--- config.mk ---
export PLATFORM = sky130hd
export DESIGN_NAME = trace_fifo
export DESIGN_NICKNAME = d
export VERILOG_FILES = /design/src/rtl/trace_fifo.sv
export SDC_FILE = /design/constraint.sdc
export NUM_CORES = 1
export LEC_CHECK = 0
export BUFFER_PORTS_ARGS = -buffer_cell sky130_fd_sc_hd__buf_2
export CAP_MARGIN = 20
export CORE_MARGIN = 2
export CORE_UTILIZATION = 55
export CTS_BUF_LIST = sky130_fd_sc_hd__clkbuf_8
export DETAILED_ROUTE_END_ITERATION = 16
export PLACE_DENSITY = 0.78
export SLEW_MARGIN = 20
export SYNTH_ARGS = -nofsm -noshare
export SYNTH_HDL_FRONTEND = slang
export SYNTH_SLANG_ARGS = --single-unit
export TNS_END_PERCENT = 20
--- constraint.sdc ---
create_clock -name clk -period 11.2 [get_ports clk]
set_clock_uncertainty 0.1 [all_clocks]
set_input_delay 1.68 -clock clk [delete_from_list [all_inputs] [get_ports clk]]
set_output_delay 1.68 -clock clk [all_outputs]
set_load 0.05 [all_outputs]
--- src/rtl/trace_fifo.sv ---
// Show-ahead trace FIFO that overwrites its oldest entry when full.
// Ports:
//   clk, rst_n     clock, asynchronous active-low reset
//   flush          empties the FIFO and clears the overflow flag
//   push/push_data write one entry (never refused)
//   pop_ready      consumer ready; a pop happens on valid && pop_ready
//   valid/head     non-empty flag and oldest entry
//   overflow       sticky: an entry was dropped since the last flush/reset
//
// Handshake: head is presented whenever valid is high; the entry is consumed
// on the rising edge where valid && pop_ready. push has no back-pressure.
module trace_fifo #(
  parameter int unsigned W     = 64,
  parameter int unsigned DEPTH = 8
) (
  input  logic         clk,
  input  logic         rst_n,
  input  logic         flush,
  input  logic         push,
  input  logic [W-1:0] push_data,
  input  logic         pop_ready,
  output logic         valid,
  output logic [W-1:0] head,
  output logic         overflow
);

  localparam int unsigned PW = $clog2(DEPTH);

  logic [W-1:0] mem [DEPTH];
  logic [PW:0]  wr_ptr;
  logic [PW:0]  rd_ptr;
  logic         empty;
  logic         full;
  logic         pop;
  logic         drop;

  // Extra pointer MSB distinguishes full from empty.
  assign empty = (wr_ptr == rd_ptr);
  assign full  = (wr_ptr[PW] != rd_ptr[PW]) && (wr_ptr[PW-1:0] == rd_ptr[PW-1:0]);
  assign valid = !empty;
  assign pop   = valid && pop_ready;
  // Full with push and no pop: advance the read side to discard the oldest.
  assign drop  = push && full && !pop;
  assign head  = mem[rd_ptr[PW-1:0]];

  always_ff @(posedge clk or negedge rst_n) begin
    if (!rst_n) begin
      wr_ptr   <= '0;
      rd_ptr   <= '0;
      overflow <= 1'b0;
    end else if (flush) begin
      wr_ptr   <= '0;
      rd_ptr   <= '0;
      overflow <= 1'b0;
    end else begin
      if (push)        wr_ptr   <= wr_ptr + 1'b1;
      if (pop || drop) rd_ptr   <= rd_ptr + 1'b1;
      if (drop)        overflow <= 1'b1;
    end
  end

  always_ff @(posedge clk) begin
    if (push && !flush) mem[wr_ptr[PW-1:0]] <= push_data;
  end

endmodule

Word level (Yosys, flattened, before mapping). Memories as Yosys holds them, arrays and structs flattened. Index checks and enable logic that the tools add are counted. W data, S select, Z words.

$add $sub $neg: 2. Multiply operators: 0. Div/mod/pow operators: 0. Magnitude comparators: 0. Equal/unequal tests: 3. Shift-type cells: 0. Muxes and demuxes: 8. Bitwise logic cells: 0. Reductions and logical operators: 12.

Operator list (count): $mux W4 (4); $add A4 B1 Y4 const B (2); $reduce_bool A2 Y1 (3); $logic_and A1 B1 Y1 (5); $eq A4 B4 Y1 (1); $mux W1 (4); $eq A3 B3 Y1 (1); $logic_not A1 Y1 (3); $logic_or A1 B1 Y1 (1); $ne A1 B1 Y1 (1).

Register bits after elaboration: 9. Bits in latches: 0. Memory bits (writable): 512. Bits in read-only memories: 0. Input bits: 69. Output and inout bits: 66. Logic and storage cells: 29. Memories: 1.

Memory list: mem (depth 8, bits a word 64, read ports 1, clocked after memory_dff 0, wr ports 1, line 29) `logic [W-1:0] mem [DEPTH];`.

Logic depth before layout (Yosys ltp).
Word-level depth: 8. Mapped depth: 6. Depth with buffers taken out: 4.

Worst setup path before layout. Ideal clock, no wire load.

Path kind: in2reg. Start: in push. End: mem mem[0][0] (enable). Library setup time: 0.645 ns. Arrival: 8.144 ns. Required time: 10.455 ns. Path slack: 2.312 ns. Stages on the path: 3. Buffers on the path: 1. Path through: clkbuf_1 > nand2b_1 > nor4_1.

Cells in the longest elaborated chain, start to end: 3.

RTL lines: from (decl) (line 19) `input logic push,`; $logic_and A1 B1 Y1 (line 63) `if (push && !flush) mem[wr_ptr[PW-1:0]] <= push_data;`; $mux W1 (line 63); $mux W1 (implied by the code) (line 63); to (decl) (line 29).

No other way between the ends.

Worst setup path after layout.
Start: reg rd_ptr[0]. End: out head[15].

Cells in the longest elaborated chain, start to end: 1.

RTL lines: from (decl) (line 31) `logic [PW:0] rd_ptr;`; from (signal assigned) (line 57) `if (pop || drop) rd_ptr <= rd_ptr + 1'b1;`; $mem_v2 Z8 W64; to (decl) (line 23) `output logic [W-1:0] head,`.

No other way between the ends.

==> flow_summary.json <==
{
  "die_h_um": 193.6,
  "dr.pass1.iters": 6,
  "syn-num-nets": 877,
  "cp.required_ns": 9.42,
  "netlist_area_mm2": 0.01976,
  "cts_tree": "done",
  "grt_max_degree": 71,
  "syn_to_final_growth_pct": 13.50,
  "place.gp.congestion": 0.6921,
  "dieArea_mm2": 0.03747,
  "finalPower_w": 0.004392,
  "synth_cell_types": 36,
  "crit_start": "rd_ptr[0]",
  "max_slew_margin": 0.3299,
  "cts_sinks": 521,
  "rsz0062_at_grt": "false",
  "synth_seq_cells": 521,
  "vias_per_cell": 5.749,
  "worstSetupEndpoint": "head[15]",
  "cts_buffers": 79,
  "clkSlewWorstSetupHoldPaths_ns": 0.07,
  "drv_slew": 0,
  "worstSetupPathType": "reg2out",
  "clk_latency_ns": 0.60,
  "ys_warn_count": 0,
  "period_minus_slack_ns": 5.694,
  "antenna_found_initial": 4,
  "layout-drive-gt1-share": 0.4326,
  "grt_usage": 0.2022,
  "r2r-end": "rd_ptr[3]",
  "reg2reg_depth": 5,
  "dpl_worst_slack_ns": 5.987,
  "finalSetupTns_ns": 0,
  "via_count": 8727,
  "worstSetupEndpointType": "primary output",
  "avgRoutedWirePerCell_um": 24.09,
  "hold_viol_final": 0,
  "start_util": 0.5570,
  "hp-class": "reg2reg",
  "first_iter_violations": 711,
  "core_area_mm2": 0.03548,
  "remaining_drc_errors": 0,
  "cts_max_level": 3,
  "grt_overflow": 0,
  "worst_slack_ns": 5.506,
  "syn_avg_cell_area_um2": 24.52,
  "min_from": "overflow",
  "dp_hpwl_mm": 19.31,
  "cp-start-kind": "register",
  "hold_slack_ns": 0.4446,
  "num_io_pins": 135,
  "tightest_slew_ns": 1.005,
  "portBuffers": 134,
  "timing.rr.start": "rd_ptr[1]",
  "vdd_ir_drop_max_uv": 168.3,
  "die_w_um": 193.6,
  "fin_crit_sh": 0.5084,
  "drt_wl_total_mm": 36.57,
  "cts_root_buf": "clkbuf_8",
  "cts_buffer_depth": 3,
  "post_cts_resized": 0,
  "cts_hold_buf": 0,
  "setup-violations-final": 0,
  "num_rows": 69,
  "reg2reg_setup_slack_ns": 7.80,
  "worstPathMaxFanout": 38,
  "nets": 1069,
  "synth_cells": 806,
  "post_cts_buffers": 0,
  "grt_pass1_wl_mm": 56.58,
  "max_freq_mhz": 175.6,
  "grt_pass1_vias": 9336,
  "p_leak_nw": 7.228,
  "maxCapViolCount": 0,
  "status": "finished, final reports clean",
  "ant_nets": 0,
  "yosysSeqAreaShare": 0.7893,
  "power_density_mw_per_mm2": 195.8,
  "crit_arrival_ns": 3.91
}
[critical path, cell delays in order (launching register included)]
cell	delay, ns
dfrtp_4	0.81
buf_4	0.63
buf_4	0.71
mux4_2	0.59
mux2_2	0.30
buf_2	0.22
[through the flow]
stage / std cells / area (um^2) / utilization
final: 1518 / 22430 / 0.6322
after global routing: 1516 / 22430 / 0.6321
after global placement: 1378 / 20990 / 0.5916
after floorplan: 806 / 19760 / -
after CTS: 1515 / 22430 / 0.6320
after detailed placement: 1378 / 20990 / 0.5916
[worst min-delay path by stage]
stage,to,cells after the start
CTS,overflow,2
detailed placement,overflow,2
floorplan,wr_ptr[3],2
global placement,overflow,2
finish,overflow,2
global route,overflow,2
[cells in the final DEF, fill, tap and decap left out, drive strengths merged, types with 2 or more instances in the layout]
cell type / netlist / layout
mux4: 128 / 128
mux2: 65 / 65
nor4: 2 / 2
o21ai: 2 / 2
dfrtp: 9 / 9
nor2: 8 / 8
nand3: 2 / 2
nor3: 4 / 4
nand2: 2 / 2
edfxtp: 512 / 512
diode: 0 / 3
xor2: 2 / 2
a21oi: 4 / 4
ha: 2 / 2
a41oi: 2 / 2
clkbuf: 18 / 84
clkinv: 0 / 17
xnor2: 4 / 4
nand2b: 2 / 2
bufinv: 0 / 2
clkinvlp: 0 / 3
buf: 25 / 154
inv: 1 / 32
[sequential cells by signal, summed over array words and instances (netlist names)]
| signal | cells |
|---|---|
| wr_ptr | 4 |
| rd_ptr | 4 |
| mem | 512 |
| overflow | 1 |
[synth_stat cells, drive strengths merged]
master    n  share of area
o21ai     2        0.00051
o31ai     1        0.00038
xnor2     4         0.0022
xor2      2        0.00089
mux2     65          0.037
mux2i     1        0.00051
buf      25         0.0081
and4      1        0.00057
or3b      1        0.00044
clkbuf   18         0.0034
nand4     1        0.00032
a21oi     4         0.0010
ha        2         0.0013
and2      1        0.00032
dfrtp     9          0.011
edfxtp  512           0.78
mux4    128           0.15
or3       1        0.00032
nand2b    2        0.00063
a41oi     2        0.00089
inv       1        0.00019
nand3b    1        0.00038
nor3      4         0.0010
nor2      8         0.0015
nand2     2        0.00038
nand3     2        0.00051
or4       1        0.00038
or2b      1        0.00038
nor3b     1        0.00038
nor2b     1        0.00032
nor4      2        0.00063
[where the power goes]
group	internal [W]	switching (W)	total, W
sequential	0.00217	0.0000424	0.00221
combinational	0.000315	0.000454	0.000769
clock	0.000737	0.000676	0.00141
[logic make-up after synthesis]
family / Yosys count / share of synthesized area
AO/OA/AOI/OAI: 9 / 0.002786
multiplexers: 194 / 0.1834
AND/OR/NAND/NOR: 30 / 0.008485
XOR/XNOR: 6 / 0.003039
adder cells (fa/ha/maj): 2 / 0.001266
buffers and inverters: 44 / 0.01171
flip-flops: 521 / 0.7893
[per-layer routing]
layer	routed length [um]	GRT usage	vias up
met1	15400	0.2799	4605
met5	27	0	-
met4	698	0.06983	4
met2	18370	0.3243	237
li1	-	-	3838
met3	2076	0.04446	43
[final cells by class]
cell class | instances | area (um^2)
flip-flops and latches | 521 | 15610
fillers | 2386 | 13050
multi-input cells | 241 | 3980
clock buffers | 84 | 1156
repair buffers | 154 | 820.8
well taps | 461 | 576.8
clock inverters | 53 | 276.5
diodes | 3 | 7.507
inverters | 1 | 3.754
(Power assumes the default switching activity.)
